===== config.mk =====
export PLATFORM = sky130hd
export DESIGN_NAME = leb128_reader
export DESIGN_NICKNAME = d
export VERILOG_FILES = /design/src/rtl/leb128_reader.sv
export SDC_FILE = /design/constraint.sdc
export NUM_CORES = 1
export LEC_CHECK = 0
export ABC_AREA = 1
export CAP_MARGIN = 15
export CORE_UTILIZATION = 60
export CTS_CLUSTER_SIZE = 10
export DETAILED_ROUTE_END_ITERATION = 10
export PLACE_DENSITY = 0.86
export SLEW_MARGIN = 20
export SYNTH_ARGS = -nofsm -noshare
export SYNTH_HDL_FRONTEND = slang
export SYNTH_SLANG_ARGS = --single-unit
export TNS_END_PERCENT = 10

===== constraint.sdc =====
create_clock -name clk_i -period 5 [get_ports clk_i]
set_input_delay 1 -clock clk_i [delete_from_list [all_inputs] [get_ports clk_i]]
set_output_delay 1 -clock clk_i [all_outputs]
set_load 0.01 [all_outputs]

===== src/rtl/leb128_reader.sv =====
// Fetches ROM bytes and decodes one unsigned/signed LEB128 value (<=32 bits); n bytes take 3n cycles plus ROM waits.
// Stalls in REQ until rom_ready, aborting after TIMEOUT cycles; start is accepted only while idle.
module leb128_reader #(
    parameter int MAX_BYTES = 5,
    parameter int TIMEOUT   = 16
) (
    input  logic        clk_i,
    input  logic        rst_n_i,
    input  logic        start_i,
    input  logic [31:0] start_addr_i,
    input  logic        signed_mode_i,
    output logic [31:0] rom_addr_o,
    output logic        rom_read_en_o,
    input  logic [7:0]  rom_data_i,
    input  logic        rom_ready_i,
    output logic        busy_o,
    output logic        done_o,
    output logic        error_o,
    output logic [31:0] value_o,
    output logic [31:0] next_addr_o,
    output logic [2:0]  byte_count_o
);
    localparam int            TW       = $clog2(TIMEOUT + 1);
    localparam logic [2:0]    MAX_CNT  = 3'(MAX_BYTES);
    localparam logic [TW-1:0] TMO_LAST = TW'(TIMEOUT - 1);

    typedef enum logic [2:0] {IDLE, REQ, GAP, FIN, ERR} state_t;

    state_t        state_q;
    logic [31:0]   acc_q, cur_addr_q, rom_addr_q, value_q, next_addr_q;
    logic [5:0]    shift_q;
    logic [2:0]    cnt_q, byte_count_q;
    logic [TW-1:0] tmo_q;
    logic          signed_q, rom_read_en_q, busy_q, done_q, error_q;

    logic [31:0]   acc_d, value_d, addr_d, sext;
    logic [5:0]    shift_d;
    logic [2:0]    cnt_d;

    // Payload bits shifted past bit 31 fall off; sign fill only when the value is narrower than 32 bits.
    always_comb begin
        acc_d   = acc_q | (32'(rom_data_i[6:0]) << shift_q);
        shift_d = shift_q + 6'd7;
        cnt_d   = cnt_q + 3'd1;
        addr_d  = cur_addr_q + 32'd1;
        sext    = '0;
        if (signed_q && rom_data_i[6] && (shift_d < 6'd32)) begin
            sext = ~((32'd1 << shift_d) - 32'd1);
        end
        value_d = acc_d | sext;
    end

    always_ff @(posedge clk_i or negedge rst_n_i) begin
        if (!rst_n_i) begin
            state_q       <= IDLE;
            acc_q         <= '0;
            cur_addr_q    <= '0;
            rom_addr_q    <= '0;
            value_q       <= '0;
            next_addr_q   <= '0;
            shift_q       <= '0;
            cnt_q         <= '0;
            byte_count_q  <= '0;
            tmo_q         <= '0;
            signed_q      <= 1'b0;
            rom_read_en_q <= 1'b0;
            busy_q        <= 1'b0;
            done_q        <= 1'b0;
            error_q       <= 1'b0;
        end else begin
            done_q  <= 1'b0;
            error_q <= 1'b0;
            case (state_q)
                IDLE: begin
                    if (start_i) begin
                        cur_addr_q    <= start_addr_i;
                        rom_addr_q    <= start_addr_i;
                        signed_q      <= signed_mode_i;
                        acc_q         <= '0;
                        shift_q       <= '0;
                        cnt_q         <= '0;
                        tmo_q         <= '0;
                        rom_read_en_q <= 1'b1;
                        busy_q        <= 1'b1;
                        state_q       <= REQ;
                    end
                end
                REQ: begin
                    if (rom_ready_i) begin
                        acc_q         <= acc_d;
                        shift_q       <= shift_d;
                        cnt_q         <= cnt_d;
                        cur_addr_q    <= addr_d;
                        rom_read_en_q <= 1'b0;
                        if (!rom_data_i[7]) begin
                            value_q      <= value_d;
                            next_addr_q  <= addr_d;
                            byte_count_q <= cnt_d;
                            done_q       <= 1'b1;
                            busy_q       <= 1'b0;
                            state_q      <= FIN;
                        end else if (cnt_d == MAX_CNT) begin
                            error_q <= 1'b1;
                            busy_q  <= 1'b0;
                            state_q <= ERR;
                        end else begin
                            state_q <= GAP;
                        end
                    end else if (tmo_q == TMO_LAST) begin
                        rom_read_en_q <= 1'b0;
                        error_q       <= 1'b1;
                        busy_q        <= 1'b0;
                        state_q       <= ERR;
                    end else begin
                        tmo_q <= tmo_q + TW'(1);
                    end
                end
                // The ROM only answers a fresh assertion, so each byte gets a dropped-then-raised request.
                GAP: begin
                    rom_addr_q    <= cur_addr_q;
                    rom_read_en_q <= 1'b1;
                    tmo_q         <= '0;
                    state_q       <= REQ;
                end
                FIN:     state_q <= IDLE;
                ERR:     state_q <= IDLE;
                default: state_q <= IDLE;
            endcase
        end
    end

    assign rom_addr_o    = rom_addr_q;
    assign rom_read_en_o = rom_read_en_q;
    assign busy_o        = busy_q;
    assign done_o        = done_q;
    assign error_o       = error_q;
    assign value_o       = value_q;
    assign next_addr_o   = next_addr_q;
    assign byte_count_o  = byte_count_q;
endmodule


==> key figures <==
Global route
  • First-pass GRT wire length: 53300 um
  • Gr usage total: 0.376
  • Initial antenna violation count: 0
  • Pin count of the biggest net entering global routing: 103
  • Grt total ovfl: 0
  • Vias in the first global route: 10000

Setup path
  • Critical path class: reg -> reg
  • CP Data Arrival Time: 4.61 ns
  • Critical Path RT: 5.32 ns
  • Startpoint types: register
  • Crit end category: register
  • CP max FO: 60
  • FF-to-FF setup slack: 0.71 ns

CTS
  • Setup bufs post-CTS: 0
  • Post-CTS sizing: 0
  • Max Root-Sink Buffers: 2
  • # hold bufs at CTS: 0
  • CTS tree: yes
  • Clk Latency, worst-skew pair: 0.44 ns
  • Htree depth: 4
  • Reg clk slew, reported paths: 0.07 ns
  • Num CTS Buffers: 17
  • Clk Tree Root Cell: clkbuf_16
  • CTS Sinks: 185

STA
  • Final worst path period share: 0.858
  • Fin Clk Skew: 0.0104 ns
  • Setup TNS Final: 0 ns
  • Final setup violation count: 0
  • Worst relative slew slack: 0.282
  • RSZ-0062 raised after global routing: no
  • Hold_ws: 0.477 ns
  • Final hold vios: 0
  • Max-slew violation count: 0
  • Worst slew pin tran: 1.08 ns
  • Minimum clock period: 4.29 ns
  • Fmax: 233 MHz

Synth
  • Net Count, Synth: 1546
  • Register area share after synthesis: 0.429
  • EDFF count, synth: 0
  • Synth Flop Type: dfrtp_1
  • Synth Warn #: 0
  • Synth unique cells: 43
  • #FFs+latches synth: 185
  • Synthesized area: 0.0108 mm^2
  • Async set-reset flop share out of synthesis: 1.00
  • Mean Syn Cell Area: 7.24 um^2
  • Syn Inst Count: 1490

Finish
  • Layout cell share with drive strength beyond 1: 0.0692
  • Fillers: 1415
  • Final net count: 1649
  • Most frequent cells in the layout: nand2_1, nor2_1, dfrtp_1
  • Final Non-Filler Cells: 1830
  • Syn-to-layout area delta: 19.3%
  • ANT cells: 0
  • Commonest non-fill, non-tap cell in the layout: nand2_1
  • Design Area, Final: 0.0129 mm^2

Pwr
  • Leak pwr: 6.04 nW
  • Final Total Pwr: 10.1 mW
  • Max VDD drop: 0.436 mV
  • Pwr Density: 786 mW/mm^2

Drt
  • DRC: 0
  • First drt pass iteration count: 6
  • Drt via density: 5.98
  • Drt wl/cell: 18.3 um
  • 1st-iter DRT viols: 1093
  • Final WL: 33500 um
  • Via count: 10900
  • ANT nets after route: 0

Die
  • # IOs: 148
  • Die width: 136 um
  • Die height: 136 um
  • DIE AREA: 0.0185 mm^2
  • Core region area: 0.0174 mm^2
  • Row count: 48
  • Starting Density: 0.619

Job
  • Max Cap Viol: 0

Placement
  • HPWL Detailed: 23700 um
  • Buffers on Ports: 147
  • Placer Congestion: 0.922
  • Placed Cells: 1799
  • Post-Place Cell Area: 0.0123 mm^2

Outcome
  • Outcome: finished, final reports clean

Min path
  • Worst Hold Class: reg -> reg
[cell usage after synthesis (15+ instances only)]
master    instances  area (um^2)
o22ai_1          19          119
clkbuf_1         34          128
nand3_1         112          561
nand2_1         383         1440
a21oi_1          50          250
buf_2            25          125
inv_1           128          480
nor3_1           15         75.1
nor2_2           15         93.8
a31oi_1          62          388
xor2_1           19          166
dfrtp_1         185         4630
nor2_1          223          837
o21ai_0          99          495
[power by group]
| part | switching [mW] | internal, mW | total, mW |
|---|---|---|---|
| Sequential | 0.587 | 2.19 | 2.78 |
| Clock | 0.610 | 0.766 | 1.38 |
| Combinational | 3.83 | 2.14 | 5.96 |
| Total | 5.02 | 5.09 | 10.1 |
[flip-flops by register name (all words and copies together) (netlist names)]
| name | count |
|---|---|
| rom_read_en_o | 1 |
| shift_q | 6 |
| value_o | 32 |
| cur_addr_q | 32 |
| state_q | 3 |
| busy_o | 1 |
| error_o | 1 |
| next_addr_o | 32 |
| acc_q | 32 |
| cnt_q | 3 |
| done_o | 1 |
| tmo_q | 5 |
| byte_count_o | 3 |
| rom_addr_o | 32 |
| signed_q | 1 |
[logic make-up after synthesis]
kind of cell / synth area share
and+or+nand+nor: 0.319
AOI/OAI and AO/OA: 0.135
buffers and inverters: 0.0823
DFF: 0.429
xor gates and xnor gates: 0.0203
adders and majority gates: 0.0128
muxes: 0.00186
[final cells by class]
| cell class | instances | area, um^2 | share of cell area |
|---|---|---|---|
| timing repair buffer | 160 | 1570 | 0.122 |
| inverter | 134 | 509 | 0.0396 |
| sequential | 185 | 4630 | 0.360 |
| clock inverter | 12 | 138 | 0.0107 |
| multi-input combinational | 1095 | 5280 | 0.411 |
| clock buffer | 19 | 453 | 0.0352 |
| tap | 225 | 282 | 0.0219 |
[routing by layer]
metal	track usage	vias up	wire length (um)
li1	-	5062	-
met1	0.555	5196	14700
met2	0.563	626	14900
met3	0.0753	65	3280
met4	0.0951	0	676
met5	0	-	0
[through the flow]
| stage | utilization | setup slack (ns) |
|---|---|---|
| 6_report | 0.739 | 0.709 |
| 3_5_place_dp | 0.705 | 1.15 |
| 2_1_floorplan | - | 2.16 |
| 5_1_grt | 0.739 | 0.372 |
| 4_1_cts | 0.739 | 1.13 |
| 3_3_place_gp | 0.705 | 1.20 |
[final timing paths]
check                                from        endpoint  depth (start not counted)
max                            state_q[1]     value_o[19]                         14
min                        next_addr_o[5]  next_addr_o[5]                          2
max reg2reg                    state_q[1]     value_o[19]                         14
min reg2reg                next_addr_o[5]  next_addr_o[5]                          2
max in group asynchronous         rst_n_i  cur_addr_q[11]                          2
min in group asynchronous         rst_n_i        acc_q[5]                          1
[critical path: stages (launching register included)]
cell and delay (ns):
dfrtp_1 0.36, buf_4 0.25, nor2_1 0.22, inv_1 0.09
nor2_2 0.08, buf_4 0.40, inv_1 0.09, buf_4 0.26
nor2_2 0.11, buf_4 0.31, inv_1 0.42, nor2_4 0.23
clkinv_2 0.70, nor3_1 0.49, a21oi_1 0.11
No activity file was read; power rests on OpenSTA's default activity.
